**config.mk**
```make
export PLATFORM = sky130hd
export DESIGN_NAME = mult_seq
export DESIGN_NICKNAME = d
export VERILOG_FILES = /design/src/rtl/mult_pkg.sv /design/src/rtl/mult_pp_step.sv /design/src/rtl/mult_seq.sv
export SDC_FILE = /design/constraint.sdc
export NUM_CORES = 1
export LEC_CHECK = 0
export CAP_MARGIN = 20
export CORE_UTILIZATION = 60
export CTS_BUF_LIST = sky130_fd_sc_hd__clkbuf_8
export CTS_CLUSTER_DIAMETER = 150
export CTS_CLUSTER_SIZE = 28
export DETAILED_ROUTE_END_ITERATION = 16
export PLACE_DENSITY = 0.93
export SYNTH_ARGS = -nofsm -noshare
export SYNTH_HDL_FRONTEND = slang
export SYNTH_SLANG_ARGS = --single-unit
```
**constraint.sdc**
```tcl
create_clock -name clk -period 9.42 [get_ports clk]
set_clock_uncertainty 0.15 [all_clocks]
set_input_delay 1.884 -clock clk [delete_from_list [all_inputs] [get_ports clk]]
set_output_delay 1.884 -clock clk [all_outputs]
set_load 0.005 [all_outputs]
```
**src/rtl/mult_pkg.sv**
```systemverilog
// Shared types and elaboration helpers for the sequential shift-add multiplier.
// Latency: none (package only).
// Backpressure: none (package only).
package mult_pkg;

   // Controller states: waiting, iterating over multiplier digits, result pulse.
   typedef enum logic [1:0] {
      IDLE = 2'd0,
      RUN  = 2'd1,
      DONE = 2'd2
   } state_t;

   // Bits needed to hold values 0..v-1; never less than one bit.
   function automatic int clog2(input int v);
      int r;
      r = 0;
      for (int i = 0; i < 31; i++) begin
         if ((1 << i) < v) r = i + 1;
      end
      return (r < 1) ? 1 : r;
   endfunction

   // Even width of at least 4, and a radix of 1, 2 or 4 bits that divides the width.
   function automatic bit legal_cfg(input int w, input int bpc);
      bit ok;
      ok = (w >= 4) && ((w % 2) == 0);
      ok = ok && ((bpc == 1) || (bpc == 2) || (bpc == 4));
      ok = ok && ((w % bpc) == 0);
      return ok;
   endfunction

endpackage

```
**src/rtl/mult_pp_step.sv**
```systemverilog
// One shift-add step: acc + (mcand * digit) << (cnt * BITS_PER_CYCLE).
// Latency: combinational.
// Backpressure: none; the caller decides when to register the result.
module mult_pp_step
   import mult_pkg::*;
#(
   parameter int WIDTH          = 32,
   parameter int BITS_PER_CYCLE = 1,
   parameter int CW             = 6
) (
   input  logic [2*WIDTH-1:0]        acc,
   input  logic [WIDTH-1:0]          mcand,
   input  logic [BITS_PER_CYCLE-1:0] slice,
   input  logic [CW-1:0]             cnt,
   output logic [2*WIDTH-1:0]        acc_nxt
);

   logic [2*WIDTH-1:0] ext;
   logic [2*WIDTH-1:0] pp;

   // Digit times multiplicand built from shifted copies, then aligned to the digit position.
   always_comb begin
      ext = {{WIDTH{1'b0}}, mcand};
      pp  = '0;
      for (int j = 0; j < BITS_PER_CYCLE; j++) begin
         if (slice[j]) pp = pp + (ext << j);
      end
      acc_nxt = acc + (pp << (cnt * BITS_PER_CYCLE));
   end

endmodule

```
**src/rtl/mult_seq.sv**
```systemverilog
// Sequential signed/unsigned multiplier, BITS_PER_CYCLE multiplier bits per RUN cycle.
// Latency: start edge k -> done after edge k+N+1 (N = WIDTH/BITS_PER_CYCLE); MULT_EARLY_TERM_EN may shorten it.
// Backpressure: busy while iterating; start is ignored until the DONE or IDLE state.
module mult_seq
   import mult_pkg::*;
#(
   parameter int WIDTH          = 32,
   parameter int BITS_PER_CYCLE = 1
) (
   input  logic                 clk,
   input  logic                 reset,
   input  logic                 start,
   input  logic                 is_signed,
   input  logic [WIDTH-1:0]     a,
   input  logic [WIDTH-1:0]     b,
   output logic                 busy,
   output logic                 done,
   output logic [2*WIDTH-1:0]   z
);

   localparam int N  = WIDTH / BITS_PER_CYCLE;
   localparam int CW = clog2(N + 1);

   if (!legal_cfg(WIDTH, BITS_PER_CYCLE)) begin : g_bad_cfg
      $error("mult_seq: illegal WIDTH/BITS_PER_CYCLE combination");
   end

   state_t             state;
   state_t             state_nxt;
   logic [WIDTH-1:0]   mcand;
   logic [WIDTH-1:0]   mplier;
   logic [2*WIDTH-1:0] acc;
   logic [2*WIDTH-1:0] acc_nxt;
   logic [CW-1:0]      cnt;
   logic               neg;
   // Set once the last useful digit has been accumulated; the following cycle
   // applies the sign and moves to DONE.
   logic               fin;
   logic               capture;
   logic               step;
   logic               last_step;
   logic [WIDTH-1:0]   mag_a;
   logic [WIDTH-1:0]   mag_b;

   // Operand magnitudes; the most negative value maps to 2^(WIDTH-1) unsigned.
   always_comb begin
      mag_a = (is_signed && a[WIDTH-1]) ? -a : a;
      mag_b = (is_signed && b[WIDTH-1]) ? -b : b;
   end

   // Decide whether the step being taken now retires the final nonzero digit.
   always_comb begin
      last_step = (cnt == CW'(N - 1));
`ifdef MULT_EARLY_TERM_EN
      if ((mplier >> BITS_PER_CYCLE) == '0) last_step = 1'b1;
`endif
   end

   mult_pp_step #(
      .WIDTH          (WIDTH),
      .BITS_PER_CYCLE (BITS_PER_CYCLE),
      .CW             (CW)
   ) u_step (
      .acc     (acc),
      .mcand   (mcand),
      .slice   (mplier[BITS_PER_CYCLE-1:0]),
      .cnt     (cnt),
      .acc_nxt (acc_nxt)
   );

   // State register.
   always_ff @(posedge clk or posedge reset) begin
      if (reset) state <= IDLE;
      else       state <= state_nxt;
   end

   // Next state and handshake outputs.
   always_comb begin
      state_nxt = state;
      capture   = 1'b0;
      step      = 1'b0;
      busy      = 1'b0;
      done      = 1'b0;
      case (state)
         IDLE: begin
            if (start) begin
               capture   = 1'b1;
               state_nxt = RUN;
            end
         end
         RUN: begin
            if (fin) begin
               state_nxt = DONE;
            end else begin
               step = 1'b1;
               busy = 1'b1;
            end
         end
         DONE: begin
            done = 1'b1;
            if (start) begin
               capture   = 1'b1;
               state_nxt = RUN;
            end else begin
               state_nxt = IDLE;
            end
         end
         default: state_nxt = IDLE;
      endcase
   end

   // Operand capture, per-cycle accumulate, and sign fix-up into z on the way to DONE.
   always_ff @(posedge clk or posedge reset) begin
      if (reset) begin
         mcand  <= '0;
         mplier <= '0;
         acc    <= '0;
         cnt    <= '0;
         neg    <= 1'b0;
         fin    <= 1'b0;
         z      <= '0;
      end else begin
         if (capture) begin
            mcand  <= mag_a;
            mplier <= mag_b;
            neg    <= is_signed & (a[WIDTH-1] ^ b[WIDTH-1]);
            acc    <= '0;
            cnt    <= '0;
            fin    <= 1'b0;
         end else if (step) begin
            acc    <= acc_nxt;
            mplier <= mplier >> BITS_PER_CYCLE;
            cnt    <= cnt + CW'(1);
            fin    <= last_step;
         end
         if (state == RUN && fin) begin
            z <= neg ? -acc : acc;
         end
      end
   end

endmodule

```
==> results of run 1 <==
power groups by stage:
stage	combinational, mW	clock (mW)	sequential (mW)
3_5_place_dp	4.19	0	1.72
2_1_floorplan	3.05	0	1.59
5_1_grt	4.72	0.429	1.76
4_1_cts	4.20	0.405	1.70
6_report	4.26	0.397	1.70
3_3_place_gp	4.08	0	1.68
registers in the layout, indices dropped and copies added, names as in the netlist:
| name | count |
|---|---|
| acc | 64 |
| z | 64 |
| mcand | 32 |
| mplier | 32 |
| cnt | 6 |
| state | 2 |
| fin | 1 |
| neg | 1 |
critical path, stage by stage, from the launching register on:
cell	delay (ns)
dfrtp_1	0.36
buf_4	0.40
inv_1	0.19
and3_1	0.20
o21ai_0	0.50
nor2_1	0.09
a31oi_1	0.49
mux2i_1	0.31
and2_1	0.25
ha_1	0.41
nand2_1	0.12
o21ai_0	0.30
a22oi_1	0.15
o211ai_1	0.25
nor2_1	0.13
a21oi_1	0.32
a41oi_1	0.27
o21ai_0	0.55
a21boi_0	0.22
xor2_1	0.18
o21ai_0	0.14
metrics by stage:
stage,instances,hold WS (ns)
6_report,2379,0.345
3_5_place_dp,2365,0.319
3_3_place_gp,2364,0.306
4_1_cts,2379,0.353
2_1_floorplan,2003,0.300
5_1_grt,2379,0.375
per-layer routing:
layer	vias to the layer above	GRT usage (%)	part of all wire, %
met3	87	3.31	6.2
met4	0	11.0	3.2
met2	632	54.7	47
met1	7199	45.1	43
li1	7221	-	-
met5	-	0	0
cells by family after synthesis:
group,share of synthesized area (%)
compound gates,22.0
xor+xnor,10.3
fa+ha+maj,5.41
buf+inv,3.79
flops,31.8
mux,5.49
simple gates,21.2
synth_stat cells, drive strengths merged (16+ instances only):
cell / instances
nand2b: 16
o21ai: 277
mux2i: 24
o31ai: 33
a21oi: 108
and2: 26
xnor2: 61
nand3: 90
inv: 34
o22ai: 24
mux4: 26
a21o: 29
nor3: 35
a31oi: 52
or4: 17
nand2: 340
ha: 67
dfrtp: 202
clkbuf: 110
nor2: 135
xor2: 125
final timing paths:
| kind | from | end | cells after the start |
|---|---|---|---|
| max in group asynchronous | reset | acc[43] | 3 |
| min in group asynchronous | reset | z[2] | 2 |
| setup / recovery | cnt[1] | acc[46] | 20 |
| hold / removal | z[24] | z[24] | 2 |
| hold reg to reg | z[24] | z[24] | 2 |
| setup reg to reg | cnt[1] | acc[46] | 20 |
layout make-up:
type | instances | area share [%]
Timing Repair Buffer | 151 | 8.38
Multi-Input combinational cell | 1641 | 58.4
Clock inverter | 3 | 0.215
Inverter | 36 | 0.815
Clock buffer | 11 | 0.865
Tap cell | 335 | 2.40
Sequential cell | 202 | 28.9
==> qor.txt, run 1 <==
Worst-margin pin slew: 0.973 ns
Final setup margin: 3.36 ns
Fmax: 165 MHz
Status: completed
Ys async rst share: 100%
CP endpoint kind: register
Yosys reg bits: 202
Post-route cell area: 17,500 um2
Synth-to-layout area growth: 10.3%
Synth Instances: 2,003
Post-DP HPWL: 33,800 um
Via density: 6.36
Num CTS Buffers: 11
Antenna-violating nets left: 0
Net Sw Frac: 51.1%
Final Hold Viols: 0
P per Cell Area: 363 nW/um2
Syn Nets: 2,139
Comb pwr share: 67.0%
Die width: 165 um
Mean post-synth cell area: 7.92 um2
Hold-fix buffers, CTS: 0
Grt ovf: 0
Setup TNS: 0 ns
Most frequent cells in the layout: nand2_1 (340), o21ai_0 (273), dfrtp_1 (200)
WS Path Type: reg2reg
Post-CTS setup buffers: 0
Synth top area share: 31.8%
Antenna violations before repair: 0
Die Ht: 165 um
RSZ-0062 raised after global routing: false
Crit path DAT: 6.38 ns
Largest net degree at the start of global routing: 127
Clk sinks: 202
Clock power share: 6.2%
Clk slew on worst S/H paths: 0.16 ns
Die area: 27,100 um2
Slew Viols, Final: 0
YS warnings: 0
Leakage power: 7.27 nW
Gr usage total: 33.0%
Clock latency on the worst-skew pair: 0.54 ns
Max clock buf depth: 3
Cell area after synthesis: 15,900 um2
Slew Limit Headroom: 35.2%
First-pass GRT wire length: 71,700 um
Worst hold path class: reg2reg
Largest area contributor in the netlist: dfrtp_1
Avg WL per Cell: 18.6 um
Register Area: 5060 um2
Num ports: 134
Num rows: 59
Top_reg_cell synth: dfrtp_1
Internal cell power: 3.11 mW
Most common cell after layout, fill and taps aside: nand2_1
Max H-tree Level: 1
Netlist cell types: 69
Root Buffer: clkbuf_8
Flop pwr share: 26.8%
Register area share after synthesis: 31.8%
Initial drt markers: 1,450
EDFF count, synth: 0
Vias in the first global route: 14,000
Multi-input gate area: 10,200 um2
Final wirelength: 44,300 um
Peak fanout along the critical path: 41
Part of the cycle the worst path needs: 64.3%
TritonCTS clock tree: done
Pwr Total: 6.36 mW
IO Port Bufs: 133
PostCTS Resize Cnt: 0
Synth top area cells: dfrtp_1 (32%), o21ai_0 (8.6%), nand2_1 (8.0%), xor2_1 (6.9%), ha_1 (5.3%)
Fraction of layout cells with a size suffix above 1: 4.31%
Net Switching: 3.25 mW
Internal reg-to-reg setup slack: 3.36 ns
Final Setup Violations: 0
Fin nets: 2,179
Required time worst endpoint: 9.74 ns
Antenna diode count: 0
Place WS: 3.55 ns
DRC viols: 0
Crit path time final: 6.06 ns
Max Cap Violations: 0
Area after DPL: 17,300 um2
Core Footprint: 26,000 um2
Startpoint Class: register
Initial Utilization: 61.1%
Fillers: 2,166
Vias: 15,100
DR pass1 iterations: 5
GP Congestion: 1.05
Final Core Density: 67.3%
Maximum VDD drop: 0.000204 V
(Power assumes the default switching activity.)
==> run 2: changes to the inputs <==
--- a/config.mk
+++ b/config.mk
@@ -6,12 +6,12 @@
 export NUM_CORES = 1
 export LEC_CHECK = 0
 export CAP_MARGIN = 20
-export CORE_UTILIZATION = 60
+export CORE_UTILIZATION = 55
 export CTS_BUF_LIST = sky130_fd_sc_hd__clkbuf_8
 export CTS_CLUSTER_DIAMETER = 150
 export CTS_CLUSTER_SIZE = 28
 export DETAILED_ROUTE_END_ITERATION = 16
-export PLACE_DENSITY = 0.93
+export PLACE_DENSITY = 0.9
 export SYNTH_ARGS = -nofsm -noshare
 export SYNTH_HDL_FRONTEND = slang
 export SYNTH_SLANG_ARGS = --single-unit
==> constraint.sdc (replaced) <==
create_clock -name clk -period 5.2 [get_ports clk]
set_clock_uncertainty 0.15 [all_clocks]
set_input_delay 1.04 -clock clk [delete_from_list [all_inputs] [get_ports clk]]
set_output_delay 1.04 -clock clk [all_outputs]
set_load 0.005 [all_outputs]
==> run 2 against run 1 <==
Against the previous run: clock power rose by 81%; sequential power rose by 84%; die area rose by 9.0%; final cell count rose by 3.7%; global-route usage fell by 2.4 points; critical endpoint is now acc[60].
==> qor.txt, run 2 (synthesis gave the netlist of run 1 again) <==
Clock latency on the worst-skew pair: 0.55 ns
Clk slew on worst S/H paths: 0.16 ns
Startpoint Class: register
Worst hold path class: reg2reg
Met2 routed WL: 21,300 um
Antenna diode count: 0
Max Cap Violations: 0
Largest regs: acc (64), z (64)
Grt ovf: 0
Cell family with most CP delay: compound AO/OA/AOI/OAI gates
Internal reg-to-reg setup slack: 0.13 ns
Pwr Total: 11.9 mW
Slowest stage delay, CP: 0.45 ns
Critical path, cell by cell: buf_12, mux2_2, o211ai_1, nor2_1, a31oi_2, o22a_1, mux2i_1, and2_1, ha_1, a21o_1, a21o_1, a21oi_4, nand2_1, o211ai_1, nand3_1, a31oi_4, o21ai_0, a31oi_1, xor2_1, o21ai_0
Worst-margin pin slew: 0.947 ns
IO Port Bufs: 133
DR pass1 iterations: 6
RSZ-0062 raised after global routing: true
Die area: 29,500 um2
Crit path DAT: 5.33 ns
CP endpoint kind: register
Via density: 6.19
Fraction of layout cells with a size suffix above 1: 7.42%
Num rows: 61
Part of the cycle the worst path needs: 97.4%
Largest net degree at the start of global routing: 107
Fin nets: 2,224
Gr usage total: 30.6%
CP max stage cell: dfrtp_2
Antenna violations before repair: 0
Peak fanout along the critical path: 23
Num CTS Buffers: 11
Leakage power: 7.51 nW
Final Core Density: 64.3%
Max clock buf depth: 3
WS Path Type: reg2reg
Metal3 WL: 3010 um
Required time worst endpoint: 5.47 ns
Clk sinks: 202
Antenna-violating nets left: 0
Final wirelength: 44,900 um
Final Hold Viols: 0
DRC viols: 0
WP buf/inv: 1
TritonCTS clock tree: done
P per Cell Area: 661 nW/um2
Final Setup Violations: 0
Post-DP HPWL: 34,200 um
Slew Viols, Final: 0
Vias: 15,300
Hold-fix buffers, CTS: 0
Crit path time final: 5.07 ns
First-pass GRT wire length: 72,800 um
Avg WL per Cell: 18.2 um
Synth-to-layout area growth: 13.8%
Num ports: 134
Initial drt markers: 1,536
Vias in the first global route: 14,200
Wl on met1: 19,200 um
Fmax: 197 MHz
Initial Utilization: 56.5%
Highest routing layer actually used: met4
GP Congestion: 1.05
Max H-tree Level: 1
Most frequent cells in the layout: nand2_1 (340), o21ai_0 (264), dfrtp_1 (200)
Maximum VDD drop: 0.000315 V
Core Footprint: 28,100 um2
Die width: 172 um
Root Buffer: clkbuf_8
Status: completed
Die Ht: 172 um
Most common cell after layout, fill and taps aside: nand2_1
Slew Limit Headroom: 36.9%
[run 2: cell count changes in the layout (fill, tap and decap cells not counted), moves of 4 or more]
cell     change
a21oi_1      -6
a21oi_2      +4
buf_12       +4
buf_4       +41
o21ai_0      -9
o21ai_1      +9
[run 2: what timing repair did]
| action | 4_1_cts | 5_1_grt |
|---|---|---|
| buffers inserted | 0 | 2 |
| setup endpoints to repair | 6 | 17 |
| gates resized for setup | 3 | 31 |
| pin swaps | 1 | 3 |
[run 2: per-layer routing]
metal	up-vias	track usage [%]
met4	0	10.3
met3	103	3.14
met1	7211	41.3
met5	-	0
li1	7312	-
met2	634	51.2
[run 2: through the flow]
| stage | worst slack (ns) | setup TNS, ns | hold slack, ns | instance area (um2) | std cells |
|---|---|---|---|---|---|
| 6_report | 0.133 | 0 | 0.342 | 18100 | 2467 |
| 3_3_place_gp | -0.0117 | -0.0117 | 0.309 | 17700 | 2450 |
| 3_5_place_dp | -0.116 | -0.216 | 0.319 | 17700 | 2450 |
| 4_1_cts | 0.00731 | 0 | 0.352 | 17900 | 2464 |
| 5_1_grt | -0.0671 | -0.197 | 0.371 | 18100 | 2467 |
| 2_1_floorplan | 0.0408 | 0 | 0.300 | 15900 | 2003 |
[run 2: layout make-up]
| type | count | area [um2] |
|---|---|---|
| Clock buffer | 11 | 151 |
| Inverter | 36 | 143 |
| Clock inverter | 3 | 37.5 |
| Tap cell | 378 | 473 |
| Timing Repair Buffer | 196 | 1850 |
| Sequential cell | 202 | 5060 |
| Fill cell | 2376 | 10000 |
| Multi-Input combinational cell | 1641 | 10400 |
[run 2: path summary, 6_finish.rpt]
check | startpoint | cells past startpoint | end
max in group asynchronous | reset | 4 | cnt[0]
worst min-delay path | z[31] | 2 | z[31]
worst min register to register | z[31] | 2 | z[31]
worst max-delay path | cnt[0] | 20 | acc[60]
min in group asynchronous | reset | 3 | acc[63]
worst max register to register | cnt[0] | 20 | acc[60]
[run 2: report_power, final]
part	internal [mW]	switching [mW]	leakage [nW]	total, mW
clock	0.209	0.508	0.101	0.717
sequential	2.33	0.791	2.54	3.12
combinational	3.41	4.70	4.87	8.11
total	5.95	6.00	7.51	11.9
[run 2: worst min-delay path: cells and delay by family (launching register included)]
kind | cells | cell delay, ns
and+or+nand+nor | 1 | 0.04
DFF | 1 | 0.37
AOI/OAI and AO/OA | 1 | 0.05
==> run 3: changes to the inputs <==
--- a/config.mk
+++ b/config.mk
@@ -6,12 +6,12 @@
 export NUM_CORES = 1
 export LEC_CHECK = 0
 export CAP_MARGIN = 20
-export CORE_UTILIZATION = 55
+export CORE_UTILIZATION = 35
 export CTS_BUF_LIST = sky130_fd_sc_hd__clkbuf_8
 export CTS_CLUSTER_DIAMETER = 150
 export CTS_CLUSTER_SIZE = 28
 export DETAILED_ROUTE_END_ITERATION = 16
-export PLACE_DENSITY = 0.9
+export PLACE_DENSITY = 0.66
 export SYNTH_ARGS = -nofsm -noshare
 export SYNTH_HDL_FRONTEND = slang
 export SYNTH_SLANG_ARGS = --single-unit
==> run 3 against run 2 <==
Against the previous run: design area grew 4.4%; worst hold slack gained 0.0071 ns; count of clock-buffer cells in the layout is the same; critical path depth grew 1; critical path type unchanged; sequential share of layout area shrank 1.2 points; final cell count grew 12%; first-iteration DRC count shrank 18%; worst setup slack gained 0.11 ns; critical endpoint is now acc[61]; highest routed layer unchanged; register-to-register slack gained 0.11 ns; core utilization shrank 22 points.
==> qor.txt, run 3 (synthesis gave the netlist of run 1 again) <==
Core Footprint: 44,500 um2
Fraction of layout cells with a size suffix above 1: 10.2%
Max clock buf depth: 3
Most common cell after layout, fill and taps aside: nand2_1
Final setup margin: 0.248 ns
Avg WL per Cell: 17.4 um
Grt ovf: 0
Final Hold Viols: 0
Die area: 46,200 um2
Crit path time final: 4.95 ns
Max H-tree Level: 1
Largest net degree at the start of global routing: 119
Leakage power: 7.88 nW
TritonCTS clock tree: done
CP max stage cell: dfrtp_1
Multi-input gate area: 10,300 um2
Num CTS Buffers: 11
Slew Limit Headroom: 50.2%
RR Endpoint: acc[61]
Clk sinks: 202
Peak fanout along the critical path: 24
Vias: 15,100
Gr usage total: 20.3%
Hold worst-path end: z[27]
Fin nets: 2,296
Synth-to-layout area growth: 18.8%
Pwr Total: 12.5 mW
Startpoint Class: register
Internal reg-to-reg setup slack: 0.25 ns
Register Area: 5060 um2
Post-DP HPWL: 37,200 um
Crit path DAT: 5.30 ns
Required time worst endpoint: 5.55 ns
Final wirelength: 47,800 um
Antenna-violating nets left: 0
FF-to-FF path depth: 21
RSZ-0062 raised after global routing: false
DR pass1 iterations: 5
Final Setup Violations: 0
Cell family with most CP delay: compound AO/OA/AOI/OAI gates
WP buf/inv: 4
Initial Utilization: 35.7%
Inst Count DP: 2,735
Largest regs: acc (64), z (64)
DRC viols: 0
Status: completed
Maximum VDD drop: 0.000249 V
Place WS: -0.0525 ns
Initial drt markers: 1,267
Root Buffer: clkbuf_8
Clock latency on the worst-skew pair: 0.55 ns
P per Cell Area: 665 nW/um2
Worst Hold Launch: z[27]
Worst hold path class: reg2reg
Die width: 215 um
Critical path, cell by cell: buf_4, buf_4, mux4_2, nand3_1, o21ai_0, o21ai_0, o21ai_0, and2_1, ha_1, nand4_1, nor4_4, o311ai_0, buf_4, nand3_1, a21oi_2, o221ai_2, buf_4, nand3_1, o21ba_2, xor2_1, o21ai_0
Antenna violations before repair: 0
Worst-margin pin slew: 0.746 ns
Fillers: 4,552
Most frequent cells in the layout: nand2_1 (340), o21ai_0 (266), dfrtp_1 (200)
Max Cap Violations: 0
Clk slew on worst S/H paths: 0.17 ns
Worst hold path depth: 2
First-pass GRT wire length: 76,900 um
CP endpoint kind: register
Hold-fix buffers, CTS: 0
GP Congestion: 0.948
Via density: 5.49
IO Port Bufs: 133
Vias in the first global route: 14,300
Fmax: 202 MHz
Die Ht: 215 um
CP startpoint: cnt[1]
Antenna diode count: 0
Worst r2r src: cnt[1]
Final Core Density: 42.4%
Setup TNS: 0 ns
Finished Layout Cells: 2,753
Slowest stage delay, CP: 0.41 ns
Num ports: 134
Num rows: 77
Part of the cycle the worst path needs: 95.2%
WS Path Type: reg2reg
Slew Viols, Final: 0
-- run 3: cell count changes in the layout (fill, tap and decap cells not counted), moves of 2 or more --
cell | before | now
a21oi_1 | 102 | 104
a21oi_4 | 2 | 0
a31oi_1 | 49 | 51
buf_4 | 59 | 129
nor2_1 | 133 | 135
nor2_2 | 2 | 0
o21ai_0 | 264 | 266
o21ai_1 | 12 | 10
-- run 3: timing repair --
| item | 4_1_cts | 5_1_grt |
|---|---|---|
| setup buffers | 0 | 3 |
| pin swaps | 0 | 4 |
| gates resized for setup | 1 | 23 |
| setup endpoints to repair | 2 | 18 |
-- run 3: final cells by class --
class	instances	area share [%]
tap	592	3.93
sequential	202	26.8
multi-input combinational	1641	54.7
clock inverter	3	0.199
timing repair buffer	268	12.9
inverter	36	0.736
clock buffer	11	0.803
-- run 3: layer usage --
layer / track usage (%) / share of wire (%) / wire length [um]
met1: 28.2 / 46 / 22200
met5: 0 / 0 / 0
met4: 5.76 / 2.8 / 1320
met2: 33.0 / 46 / 21900
met3: 2.36 / 4.9 / 2350
-- run 3: worst max-delay path by stage --
stage	to	slack, ns	depth (start not counted)
2_1_floorplan	acc[46]	0.04	26
3_3_place_gp	acc[61]	-0.04	23
3_5_place_dp	acc[61]	-0.05	23
4_1_cts	acc[63]	0.10	21
5_1_grt	acc[59]	0.004	22
6_report	acc[61]	0.25	21
-- run 3: per-stage QoR --
step | hold slack [ns] | instance area (um2)
after floorplan | 0.300 | 15900
after global placement | 0.315 | 18500
after detailed placement | 0.320 | 18500
after CTS | 0.357 | 18700
after global routing | 0.369 | 18900
final | 0.349 | 18900
-- run 3: where the power goes --
part	switching, mW	internal [mW]	total, mW
sequential	0.786	2.32	3.11
combinational	4.85	3.85	8.70
clock	0.527	0.209	0.736
total	6.16	6.38	12.5
-- run 3: tightest hold or removal path, cell delays in order (launching register included) --
cell and delay, ns:
dfrtp_1 0.38, nand2_1 0.05, o21ai_0 0.06
